### src/rtl/uart_pkg.sv
// Shared encodings for the configurable UART transmitter: parity modes, FSM states,
// and the width helper for the per-frame bit counter.
package uart_pkg;

  localparam int PARITY_NONE = 0;
  localparam int PARITY_ODD  = 1;
  localparam int PARITY_EVEN = 2;

  typedef enum logic [2:0] {
    S_IDLE,
    S_START,
    S_DATA,
    S_PARITY,
    S_STOP
  } state_t;

  // Counter must index DATA_BITS payload bits; a 1-bit floor keeps tiny widths legal
  function automatic int bit_cnt_w(input int n);
    return (n > 1) ? $clog2(n) : 1;
  endfunction

endpackage

### src/rtl/uart_tx_fifo_cfg_if.sv
// Host-side byte handshake: send acts as valid, ready is high whenever the FIFO is not full.
// A byte is taken on any clk edge where send && ready; send && !ready is dropped.
interface uart_tx_fifo_cfg_if #(
  parameter int DATA_BITS = 8
);
  logic [DATA_BITS-1:0] data_in;
  logic                 send;
  logic                 ready;

  modport master (output data_in, output send, input ready);
  modport slave  (input data_in, input send, output ready);
endinterface

### src/rtl/uart_tx_fifo.sv
// Synchronous FIFO, zero-latency head read; pushes while full and pops while empty are ignored.
// A separate occupancy count tells full from empty since the pointers wrap modulo DEPTH.
module uart_tx_fifo #(
  parameter int WIDTH = 8,
  parameter int DEPTH = 4
) (
  input  logic                       clk,
  input  logic                       reset,
  input  logic                       push,
  input  logic                       pop,
  input  logic [WIDTH-1:0]           din,
  output logic [WIDTH-1:0]           dout,
  output logic                       full,
  output logic                       empty,
  output logic [$clog2(DEPTH+1)-1:0] level
);
  localparam int AW = $clog2(DEPTH);
  localparam int LW = $clog2(DEPTH + 1);

  logic [WIDTH-1:0] mem [DEPTH];
  logic [AW-1:0]    wr_ptr;
  logic [AW-1:0]    rd_ptr;
  logic [LW-1:0]    count;
  logic             do_push;
  logic             do_pop;

  assign full    = (count == LW'(DEPTH));
  assign empty   = (count == '0);
  assign do_push = push && !full;
  assign do_pop  = pop && !empty;
  assign dout    = mem[rd_ptr];
  assign level   = count;

  always_ff @(posedge clk) begin
    if (do_push) mem[wr_ptr] <= din;
  end

  always_ff @(posedge clk) begin
    if (reset) begin
      wr_ptr <= '0;
      rd_ptr <= '0;
      count  <= '0;
    end else begin
      if (do_push) wr_ptr <= wr_ptr + AW'(1);
      if (do_pop)  rd_ptr <= rd_ptr + AW'(1);
      case ({do_push, do_pop})
        2'b10:   count <= count + LW'(1);
        2'b01:   count <= count - LW'(1);
        default: count <= count;
      endcase
    end
  end

endmodule

### src/rtl/uart_tx_fifo_cfg.sv
// Configurable UART transmitter fed by a FIFO; start bit appears 1 clk after the first baud_tick
// following a push, frames run back-to-back while data is queued; ready = !full.
module uart_tx_fifo_cfg
  import uart_pkg::*;
#(
  parameter int DATA_BITS  = 8,
  parameter int PARITY     = 0,
  parameter int STOP_BITS  = 1,
  parameter int FIFO_DEPTH = 4
) (
  input  logic                            clk,
  input  logic                            reset,
  uart_tx_fifo_cfg_if.slave               host,
  input  logic                            baud_tick,
  output logic                            tx,
  output logic                            busy,
  output logic [$clog2(FIFO_DEPTH+1)-1:0] fifo_level
);
  localparam int CW = bit_cnt_w(DATA_BITS);

  state_t               state;
  logic [DATA_BITS-1:0] shift;
  logic [DATA_BITS-1:0] head;
  logic [CW-1:0]        cnt;
  logic                 par;
  logic                 fifo_full;
  logic                 fifo_empty;
  logic                 last_stop;
  logic                 pop;

  assign last_stop  = (state == S_STOP) && (cnt == CW'(STOP_BITS - 1));
  assign pop        = baud_tick && !fifo_empty && ((state == S_IDLE) || last_stop);
  assign host.ready = !fifo_full;
  assign busy       = (state != S_IDLE) || !fifo_empty;

  uart_tx_fifo #(
    .WIDTH (DATA_BITS),
    .DEPTH (FIFO_DEPTH)
  ) u_fifo (
    .clk   (clk),
    .reset (reset),
    .push  (host.send),
    .pop   (pop),
    .din   (host.data_in),
    .dout  (head),
    .full  (fifo_full),
    .empty (fifo_empty),
    .level (fifo_level)
  );

  always_ff @(posedge clk) begin
    if (reset) begin
      state <= S_IDLE;
      tx    <= 1'b1;
      shift <= '0;
      cnt   <= '0;
      par   <= 1'b0;
    end else if (baud_tick) begin
      unique case (state)
        S_IDLE: begin
          if (pop) begin
            shift <= head;
            par   <= (PARITY == PARITY_ODD) ? ~^head : ^head;
            tx    <= 1'b0;
            state <= S_START;
          end
        end
        S_START: begin
          tx    <= shift[0];
          shift <= shift >> 1;
          cnt   <= '0;
          state <= S_DATA;
        end
        S_DATA: begin
          if (cnt == CW'(DATA_BITS - 1)) begin
            cnt <= '0;
            if (PARITY != PARITY_NONE) begin
              tx    <= par;
              state <= S_PARITY;
            end else begin
              tx    <= 1'b1;
              state <= S_STOP;
            end
          end else begin
            tx    <= shift[0];
            shift <= shift >> 1;
            cnt   <= cnt + CW'(1);
          end
        end
        S_PARITY: begin
          tx    <= 1'b1;
          cnt   <= '0;
          state <= S_STOP;
        end
        S_STOP: begin
          // Queued data skips IDLE so the next start bit follows the stop bit directly
          if (last_stop) begin
            if (pop) begin
              shift <= head;
              par   <= (PARITY == PARITY_ODD) ? ~^head : ^head;
              tx    <= 1'b0;
              state <= S_START;
            end else begin
              tx    <= 1'b1;
              state <= S_IDLE;
            end
          end else begin
            cnt <= cnt + CW'(1);
          end
        end
        default: begin
          tx    <= 1'b1;
          state <= S_IDLE;
        end
      endcase
    end
  end

endmodule

### src/flat_wrapper.sv
// flat-port wrapper written by rule: the top's interface ports become plain ports
module uart_tx_fifo_cfg_flat import uart_pkg::*;
#(
  parameter int DATA_BITS  = 8,
  parameter int PARITY     = 0,
  parameter int STOP_BITS  = 1,
  parameter int FIFO_DEPTH = 4
)
  (clk, reset, baud_tick, tx, busy, fifo_level, host_data_in, host_send, host_ready);
  uart_tx_fifo_cfg_if #(.DATA_BITS(DATA_BITS)) host_i ();
  input  logic clk;
  input  logic reset;
  input  logic baud_tick;
  output logic tx;
  output logic busy;
  output logic [$clog2(FIFO_DEPTH+1)-1:0] fifo_level;
  input wire logic [$bits(host_i.data_in)-1:0] host_data_in;
  input wire logic [$bits(host_i.send)-1:0] host_send;
  output wire logic [$bits(host_i.ready)-1:0] host_ready;
  assign host_i.data_in = host_data_in;
  assign host_i.send = host_send;
  assign host_ready = host_i.ready;
  uart_tx_fifo_cfg #(.DATA_BITS(DATA_BITS), .PARITY(PARITY), .STOP_BITS(STOP_BITS), .FIFO_DEPTH(FIFO_DEPTH)) u_core (.clk(clk), .reset(reset), .host(host_i), .baud_tick(baud_tick), .tx(tx), .busy(busy), .fifo_level(fifo_level));
endmodule
### config.mk
export PLATFORM = sky130hd
export DESIGN_NAME = uart_tx_fifo_cfg_flat
export DESIGN_NICKNAME = d
export VERILOG_FILES = /design/src/rtl/uart_pkg.sv /design/src/rtl/uart_tx_fifo_cfg_if.sv /design/src/rtl/uart_tx_fifo.sv /design/src/rtl/uart_tx_fifo_cfg.sv /design/src/flat_wrapper.sv
export SDC_FILE = /design/constraint.sdc
export NUM_CORES = 1
export LEC_CHECK = 0
export BUFFER_PORTS_ARGS = -buffer_cell sky130_fd_sc_hd__buf_2
export CAP_MARGIN = 10
export CORE_UTILIZATION = 50
export CTS_CLUSTER_DIAMETER = 30
export DETAILED_ROUTE_END_ITERATION = 10
export PLACE_DENSITY_LB_ADDON = 0.2
export SYNTH_ARGS = -nofsm -noshare
export SYNTH_HDL_FRONTEND = slang
export SYNTH_SLANG_ARGS = --single-unit
export TNS_END_PERCENT = 10
### constraint.sdc
create_clock -name clk -period 3.2 [get_ports clk]
set_clock_uncertainty 0.1 [all_clocks]
set_input_delay 0.32 -clock clk [delete_from_list [all_inputs] [get_ports clk]]
set_output_delay 0.32 -clock clk [all_outputs]
set_load 0.02 [all_outputs]
* Word level (Yosys, flattened, before mapping) *
Memories as Yosys holds them, arrays and structs flattened. A register that Yosys moved wholly into a read port is not among the register bits.
Cells that the tools add are included.
Widths: inputs -> output; s select.

storage, ports and cells
  logic and storage cells = 69
  output and inout port bits = 6
  register bits after elaboration = 22
  bits of input ports = 12
  memories kept = 1
  bits in writable memories = 32

cells by class
  $add $sub $neg = 5
  multiplexer cells = 22
  reductions and logical operators = 21
  equality and inequality tests = 13

memory list
  name               words  width  rd ports  clocked after Yosys merged registers in  write ports  line                source
  u_core.u_fifo.mem  4      8      1         1                                        1            uart_tx_fifo.sv:20  logic [WIDTH-1:0] mem [DEPTH];

operator list
  cell                 count
  $pmux 8 s4           1
  $mux 8               3
  $mux 3               5
  $pmux 3 s5           1
  $eq 3x3->1 const B   3
  $logic_not 3->1      3
  $pmux 3 s3           1
  $reduce_and 4->1     2
  $mux 1               7
  $add 3x1->3 const B  2
  $eq 3x2->1 const B   2
  $ne 2x2->1 const B   3
  $pmux 3 s2           1
  $reduce_and 3->1     2
  $reduce_bool 3->1    2
  $logic_and 1x1->1    5
  $add 2x1->2 const B  2
  $mux 2               2
  $ne 2x1->1 const B   2
  $pmux 1 s4           1
  $reduce_bool 4->1    1
  $eq 3x1->1 const B   1
  $sub 3x1->3 const B  1
  $eq 2x1->1 const B   1
  5 further kinds      7

* Depth between registers and ports, before layout *
Gate-level depths: netlist of the first run.

  word-level depth = 7
  mapped depth = 10
  depth with buffers taken out = 10

* Modules after synthesis *
A second synthesis of the first run with hierarchy kept.

second synthesis, totals
  cells, all modules = 192
  area total of the unflattened synthesis = 2,524.9 um^2

modules (own cells, without submodules)
  module            seq. area each (um^2)  instances  area an instance (um^2)  cells an instance
  uart_tx_fifo      1,141.1                1          1,635.3                  96
  uart_tx_fifo_cfg  300.3                  1          889.6                    96

* Least setup slack after synthesis of the first run *
Ideal clock, no wire load.

  path kind = register -> register
  start point = register u_core.u_fifo.count[2] (netlist: u_core.u_fifo.level[2])
  end point = register u_core.u_fifo.count[2] (netlist: u_core.u_fifo.level[2])
  arrival = 2,312 ps
  path slack = 717 ps
  period minus slack after synthesis = 2,483 ps
  buffers on the path = 0
  data required time = 3,029 ps
  cell stages (with the launch flop) = 10
  cell sequence = dfxtp_1 > nand3_1 > and2_1 > inv_1 > ha_1 > inv_1 > fa_1 > xor2_1 > or3_1 > a21oi_1

between the ends
  elaborated cells on any way between the ends = 14
  classes of those cells = add/sub (2); eq/ne (3); mux (1); reduce/logical (8)

RTL lines
  what                                                    line                source
  start: declaration                                      uart_tx_fifo.sv:23  logic [LW-1:0] count;
  start signal: assignment                                uart_tx_fifo.sv:47  2'b10: count <= count + LW'(1);
  start signal: assignment                                uart_tx_fifo.sv:48  2'b01: count <= count - LW'(1);
  start signal: assignment                                uart_tx_fifo.sv:49  default: count <= count;
  $eq 3x3->1 *                                            uart_tx_fifo.sv:27  assign full = (count == LW'(DEPTH));
  $logic_not 1->1 *                                       --
  named net host_ready                                    flat_wrapper.sv:19  output wire logic [$bits(host_i.ready)-1:0] host_ready;
  $logic_and 1x1->1 *                                     uart_tx_fifo.sv:29  assign do_push = push && !full;
  $eq 2x1->1 / $eq 2x2->1 (equally long branches)         uart_tx_fifo.sv:46  case ({do_push, do_pop})
  $pmux 3 s2 / $reduce_bool 2->1 (equally long branches)  --

Mark *: on every way through the listed nets, which the timed path passes. The rest lies on a longest branch.
A chain may end at the register's enable or synchronous reset.

* Worst setup path after layout of the first run *
  start point = register u_core.state[0]
  end point = register u_core.u_fifo.count[2] (netlist: u_core.u_fifo.level[2])

between the ends
  cells in the longest elaborated chain, start to end = 7
  elaborated cells on any way between the ends = 10
  classes of those cells = eq/ne (3); mux (1); reduce/logical (6)

ends and longest elaborated chain
  what                                                    line                    source
  start: declaration                                      uart_tx_fifo_cfg.sv:21  state_t state;
  start signal: assignment                                uart_tx_fifo_cfg.sv:53  state <= S_IDLE;
  start signal: assignment                                uart_tx_fifo_cfg.sv:65  state <= S_START;
  start signal: assignment                                uart_tx_fifo_cfg.sv:72  state <= S_DATA;
  $eq 3x3->1                                              uart_tx_fifo_cfg.sv:31  assign last_stop = (state == S_STOP) && (cnt == CW'(STOP_BITS - 1));
  $logic_and 1x1->1                                       uart_tx_fifo_cfg.sv:31
  $logic_or 1x1->1 *                                      uart_tx_fifo_cfg.sv:32  assign pop = baud_tick && !fifo_empty && ((state == S_IDLE) || last_stop);
  $logic_and 1x1->1 *                                     uart_tx_fifo_cfg.sv:32
  $logic_and 1x1->1 *                                     uart_tx_fifo.sv:30      assign do_pop = pop && !empty;
  named net u_core.u_fifo.do_pop                          uart_tx_fifo.sv:25      logic do_pop;
  $eq 2x1->1 / $eq 2x2->1 (equally long branches)         uart_tx_fifo.sv:46
  $pmux 3 s2 / $reduce_bool 2->1 (equally long branches)  --

Marked as above.

==> results of run 1 <==
## final timing paths
| path | startpoint | end | slack (ns) | depth (start not counted) |
|---|---|---|---|---|
| setup / recovery | u_core.state[0] | u_core.u_fifo.level[2] | 0.55 | 8 |
| hold / removal | host_data_in[4] | u_core.u_fifo.mem[0][4] | 0.12 | 1 |
| hold reg to reg | u_core.shift[7] | u_core.shift[7] | 0.38 | 2 |
| setup reg to reg | u_core.state[0] | u_core.u_fifo.level[2] | 0.55 | 8 |
## kinds of logic after synthesis
kind of cell | count (synthesis)
fa+ha+maj | 9
mux | 16
buf+inv | 19
compound gates | 34
xor+xnor | 6
simple gates | 48
flops | 56
## cell usage in the layout (no fill, tap or decap), types with 3 or more instances in the layout
master and n:
ha_1 8, buf_2 17, and3_1 5, mux4_2 8, inv_1 11, a211oi_2 3
o31ai_1 3, edfxtp_1 32, o21ai_0 6, a211oi_1 5, mux2i_1 8, a21oi_1 11
nand2_1 6, xor2_1 3, dfxtp_1 24, clkbuf_8 5, nor2_1 22, xnor2_1 3
## stage by stage
step / power [mW] / hold WS (ns) / area (um^2) / utilization (%)
floorplan: 1.579 / 0.2928 / 2467 / -
global placement: 1.689 / 0.3598 / 2587 / 54.78
detailed placement: 1.729 / 0.3669 / 2587 / 54.78
CTS: 2.127 / 0.1140 / 2684 / 56.82
global route: 2.247 / 0.1055 / 2684 / 56.82
finish: 2.100 / 0.1224 / 2684 / 56.82
## where the power goes
group / total, mW / internal, mW / switching, mW
registers: 1.02 / 0.898 / 0.124
clock network: 0.397 / 0.161 / 0.236
logic: 0.681 / 0.310 / 0.371
## critical path: stages (launching register included)
cell and delay (ns):
dfxtp_1 0.46, or2_2 0.37, a211oi_2 0.34, ha_1 0.26
inv_1 0.06, fa_1 0.38, xor2_1 0.16, or3_1 0.31
a21oi_1 0.14
## layout make-up
class | instances | area [um^2] | area share (%)
clock buffers | 5 | 68.82 | 2.564
multi-input cells | 113 | 935.9 | 34.87
inverters | 11 | 41.29 | 1.538
clock inverters | 3 | 27.53 | 1.026
well taps | 67 | 83.83 | 3.124
repair buffers | 17 | 85.08 | 3.170
flip-flops and latches | 56 | 1441 | 53.71
## state kept, by name (all words and copies together) (netlist names), named ones only
signal,count
u_core.u_fifo.wr_ptr,2
u_core.shift,8
u_core.u_fifo.rd_ptr,2
u_core.u_fifo.mem,32
u_core.state,3
u_core.cnt,3
u_core.tx,1
u_core.u_fifo.level,3
## routing by layer
| metal | vias up | share of wire (%) |
|---|---|---|
| met2 | 13 | 50 |
| met4 | 0 | 1.7 |
| li1 | 721 | - |
| met3 | 8 | 2.1 |
| met5 | - | 0 |
| met1 | 711 | 46 |
==> results.sh, run 1 <==
export IMPL_critPathCaptureType="flop"
export IMPL_maxCapViolations=0
export IMPL_cts_clk_slew_worst_paths_ns=0.10
export IMPL_antenna_found_initial=0
export IMPL_dr_pass1_iters=5
export IMPL_pre_cts_ws_ns=0.5792
export IMPL_ys_flop_type="edfxtp_1"
export IMPL_drtIter0Drc=50
export IMPL_drt_vias_per_instance=5.342
export IMPL_coreArea_um2=4723
export IMPL_stdcell_count=272
export IMPL_area_growth_synth_to_final_pct=8.773
export IMPL_gp_congestion=0.7595
export IMPL_async_reset_ff_share_pct=0
export IMPL_synth_most_common_cell="edfxtp_1"
export IMPL_synth_top_area_share_pct=38.95
export IMPL_postCtsSetupRepairBufs=0
export IMPL_dp_cells=264
export IMPL_synth_xor_area_share_pct=2.130
export IMPL_slew_viol_final=0
export IMPL_synthDistinctLibCells=39
export IMPL_synth_enable_flop_cells=32
export IMPL_fmax_mhz=377.3
export IMPL_period_minus_slack_ns=2.650
export IMPL_required_ns=3.34
export IMPL_grt_start_max_net_pins=25
export IMPL_vias=1453
export IMPL_grt_met2_usage_pct=29.49
export IMPL_initial_core_util_pct=52.24
export IMPL_synth_fa_ha_area_share_pct=4.868
export IMPL_grtUsageTotal_pct=17.85
export IMPL_grt_first_pass_wirelength_mm=6.913
export IMPL_synth_simple_area_share_pct=10.45
export IMPL_ys_seq_elements=56
export IMPL_syn_avg_cell_area_um2=13.12
export IMPL_synthesis_nets=209
export IMPL_synth_compound_area_share_pct=9.939
export IMPL_relSlewSlack_pct=58.72
export IMPL_ys_seq_area_share_pct=58.42
export IMPL_antenna_cells=0
export IMPL_grt_ovfl_total=0
export IMPL_h_tree_depth=2
export IMPL_dieWidth_um=72.25
export IMPL_row_count=25
export IMPL_netlist_area_um2=2467
export IMPL_yosys_top_cells_count="edfxtp_1, dfxtp_1, nor2_1, a21oi_1, inv_1"
export IMPL_crit_arrival_ns=2.80
export IMPL_timing_final_ws_setup_ns=0.5496
export IMPL_grtUsageMet1_pct=23.20
export IMPL_nets=225
export IMPL_clkSinkCount=56
export IMPL_cts_root_buf="clkbuf_8"
export IMPL_ys_top_cells_by_area="edfxtp_1, dfxtp_1, mux4_2"
export IMPL_port_buffers=17
export IMPL_hold_viol_final=0
export IMPL_drive_gt1_share_pct=20.98
export IMPL_synth_top_area_cell="edfxtp_1"
export IMPL_drc=0
export IMPL_crit_path_max_fanout=10
export IMPL_numCtsBuffers=5
export IMPL_busiest_layer="met2"
export IMPL_leakage_nw=0.9455
export IMPL_die_h_um=72.25
export IMPL_post_cts_resized=0
export IMPL_die_area_um2=5219
export IMPL_grt_use_met3_pct=4.306
export IMPL_detail_route_antenna_nets=0
export IMPL_status="finished clean"
export IMPL_rsz0062_at_grt="no"
export IMPL_vdd_drop_max_uv=336.9
export IMPL_synth_warnings=0
export IMPL_powerDensity_nw_per_um2=782.6
export IMPL_grt_pass1_vias=1453
export IMPL_start_kind="flop"
export IMPL_post_drt_wl_per_cell_um=15.00
export IMPL_hpwlAfterDp_mm=2.941
export IMPL_finalCritPeriodShare_pct=82.83
export IMPL_tns_ns=0
export IMPL_hold_class="in -> reg"
export IMPL_drt_total_wl_mm=4.079
export IMPL_fillers=398
export IMPL_synth_top_family_by_area="multiplexers"
export IMPL_clockBufferDepth=2
export IMPL_worstMarginPinSlew_ns=0.6173
export IMPL_cts_tree="yes"
export IMPL_clk_latency_ns=0.31
export IMPL_muxShareOfSynthArea_pct=10.55
export IMPL_finalSetupViolCount=0
export IMPL_top_level_ports=18
export IMPL_path_class="reg -> reg"
export IMPL_synthCells=188
export IMPL_cts_hold_buf=0
(Power assumes the default switching activity.)
==> run 2, diff against run 1 <==
--- a/config.mk
+++ b/config.mk
@@ -5,6 +5,7 @@
 export SDC_FILE = /design/constraint.sdc
 export NUM_CORES = 1
 export LEC_CHECK = 0
+export ABC_AREA = 1
 export BUFFER_PORTS_ARGS = -buffer_cell sky130_fd_sc_hd__buf_2
 export CAP_MARGIN = 10
 export CORE_UTILIZATION = 50
==> constraint.sdc (replaced) <==
create_clock -name clk -period 2.6 [get_ports clk]
set_clock_uncertainty 0.1 [all_clocks]
set_input_delay 0.26 -clock clk [delete_from_list [all_inputs] [get_ports clk]]
set_output_delay 0.26 -clock clk [all_outputs]
set_load 0.02 [all_outputs]
==> results.sh, run 2 <==
export IMPL_syn_avg_cell_area_um2=8.243
export IMPL_fmax_mhz=463.6
export IMPL_status="finished clean"
export IMPL_maxCapViolations=0
export IMPL_slew_viol_final=0
export IMPL_timing_final_ws_setup_ns=0.4428
export IMPL_ys_flop_type="edfxtp_1"
export IMPL_reg_top3="u_core.u_fifo.mem: 32 flops, u_core.shift: 8 flops"
export IMPL_coreArea_um2=5107
export IMPL_clk_latency_ns=0.30
export IMPL_synth_most_common_cell="nand2_1"
export IMPL_post_cts_resized=0
export IMPL_clkSinkCount=56
export IMPL_mostFrequentLayoutCell="nand2_1"
export IMPL_post_drt_wl_per_cell_um=11.04
export IMPL_nets=365
export IMPL_start_kind="flop"
export IMPL_initial_core_util_pct=52.13
export IMPL_ys_seq_elements=56
export IMPL_synthesis_nets=344
export IMPL_hold_viol_final=0
export IMPL_h_tree_depth=2
export IMPL_grt_first_pass_wirelength_mm=7.817
export IMPL_cts_clk_slew_worst_paths_ns=0.10
export IMPL_row_count=26
export IMPL_vdd_drop_max_uv=499.8
export IMPL_grt_ovfl_total=0
export IMPL_synth_top_area_cell="edfxtp_1"
export IMPL_internal_power_mw=1.735
export IMPL_relSlewSlack_pct=61.62
export IMPL_dr_pass1_iters=4
export IMPL_stdcell_count=415
export IMPL_grt_pass1_vias=1796
export IMPL_drtIter0Drc=90
export IMPL_ys_top_cells_by_area="edfxtp_1, dfxtp_1, nand2_1"
export IMPL_netlist_area_um2=2663
export IMPL_period_minus_slack_ns=2.157
export IMPL_synthDistinctLibCells=21
export IMPL_cts_root_buf="clkbuf_8"
export IMPL_finalCritPeriodShare_pct=82.97
export IMPL_required_ns=2.69
export IMPL_finalSetupViolCount=0
export IMPL_die_area_um2=5621
export IMPL_drt_total_wl_mm=4.580
export IMPL_synth_top_area_share_pct=36.09
export IMPL_cts_hold_buf=0
export IMPL_hold_class="in -> reg"
export IMPL_ys_seq_area_share_pct=54.14
export IMPL_synthCells=323
export IMPL_power_switching_mw=1.223
export IMPL_crit_arrival_ns=2.25
export IMPL_vias=1921
export IMPL_cts_tree="yes"
export IMPL_grt_start_max_net_pins=21
export IMPL_yosys_top_cells_count="nand2_1, inv_1, nor2_1, edfxtp_1, dfxtp_1"
export IMPL_antenna_cells=0
export IMPL_total_power_mw=2.958
export IMPL_path_class="reg -> reg"
export IMPL_synth_warnings=0
export IMPL_clockBufferDepth=2
export IMPL_pwr_share_seq_pct=42.1
export IMPL_synth_enable_flop_cells=32
export IMPL_leakage_nw=1.364
export IMPL_grtUsageTotal_pct=18.96
export IMPL_pre_cts_ws_ns=0.4791
export IMPL_worstMarginPinSlew_ns=0.5751
export IMPL_async_reset_ff_share_pct=0
export IMPL_comb_power_share_pct=42.2
export IMPL_dp_cells=407
export IMPL_dieWidth_um=74.98
export IMPL_drc=0
export IMPL_area_growth_synth_to_final_pct=9.351
export IMPL_clkPwrFrac_pct=15.8
export IMPL_rsz0062_at_grt="no"
export IMPL_tns_ns=0
export IMPL_drive_gt1_share_pct=13.91
export IMPL_powerDensity_nw_per_um2=1016
export IMPL_regMostFlops="u_core.u_fifo.mem"
export IMPL_top_level_ports=18
export IMPL_largest_reg_flops=32
export IMPL_postCtsSetupRepairBufs=0
export IMPL_fin_util_pct=57.01
export IMPL_layout_common_cells="nand2_1, inv_1, nor2_1"
export IMPL_crit_path_max_fanout=4
export IMPL_die_h_um=74.98
export IMPL_gp_congestion=0.8370
export IMPL_critPathCaptureType="flop"
export IMPL_numCtsBuffers=5
export IMPL_detail_route_antenna_nets=0
export IMPL_hpwlAfterDp_mm=3.273
export IMPL_swShare_pct=41.35
export IMPL_drt_vias_per_instance=4.629
export IMPL_antenna_found_initial=0
export IMPL_port_buffers=17
run 2: path summary, 6_finish.rpt:
path / from / cells past startpoint / end / slack [ns]
setup / recovery: u_core.state[1] / 12 / u_core.u_fifo.level[2] / 0.44
hold / removal: reset / 2 / u_core.state[2] / 0.03
setup reg to reg: u_core.state[1] / 12 / u_core.u_fifo.level[2] / 0.44
hold reg to reg: u_core.tx / 2 / u_core.tx / 0.37
run 2: layout make-up:
class / instances / area [um^2]
clock buffer: 5 / 68.82
clock inverter: 3 / 21.27
fill: 498 / 2196
inverter: 52 / 202.7
multi-input combinational: 207 / 967.2
sequential: 56 / 1441
tap: 70 / 87.58
timing repair buffer: 22 / 122.6
run 2: worst max-delay path, stage by stage (launching register included):
cell,delay (ns)
dfxtp_1,0.35
inv_1,0.13
nand2_1,0.10
nor2_1,0.13
nand3_2,0.11
inv_2,0.09
ha_1,0.14
inv_1,0.07
fa_1,0.37
a21oi_1,0.14
o21ai_0,0.11
o21ai_0,0.17
a21oi_1,0.05
run 2: stage by stage:
step | instance area [um^2] | hold slack (ns)
3_3_place_gp | 2821 | 0.3433
6_report | 2912 | 0.02992
2_1_floorplan | 2663 | 0.2291
4_1_cts | 2912 | 0.01675
5_1_grt | 2912 | 0.03496
3_5_place_dp | 2821 | 0.3495
run 2: kinds of logic after synthesis:
group,after synthesis,share of synthesized area [%]
buffers and inverters,60,9.539
AO/OA/AOI/OAI,29,5.451
adder cells (fa/ha/maj),9,4.511
flip-flops,56,54.14
AND/OR/NAND/NOR,169,26.36
run 2: power groups by stage:
stage               Clock (mW)  Combinational, mW  Sequential, mW
finish                   0.467               1.25            1.24
global route             0.521               1.47            1.27
CTS                      0.490               1.27            1.25
detailed placement           0               1.26            1.27
global placement             0               1.24            1.26
floorplan                    0               1.00            1.25
run 2: routing by layer:
| metal | share of wire, % | up-vias | GRT usage (%) | routed length, um |
|---|---|---|---|---|
| met1 | 48 | 864 | 23.48 | 2187 |
| met4 | 0.48 | 0 | 6.289 | 22 |
| met5 | 0 | - | 0 | 0 |
| li1 | - | 1036 | - | - |
| met3 | 2.5 | 2 | 2.945 | 113 |
| met2 | 49 | 19 | 33.83 | 2256 |
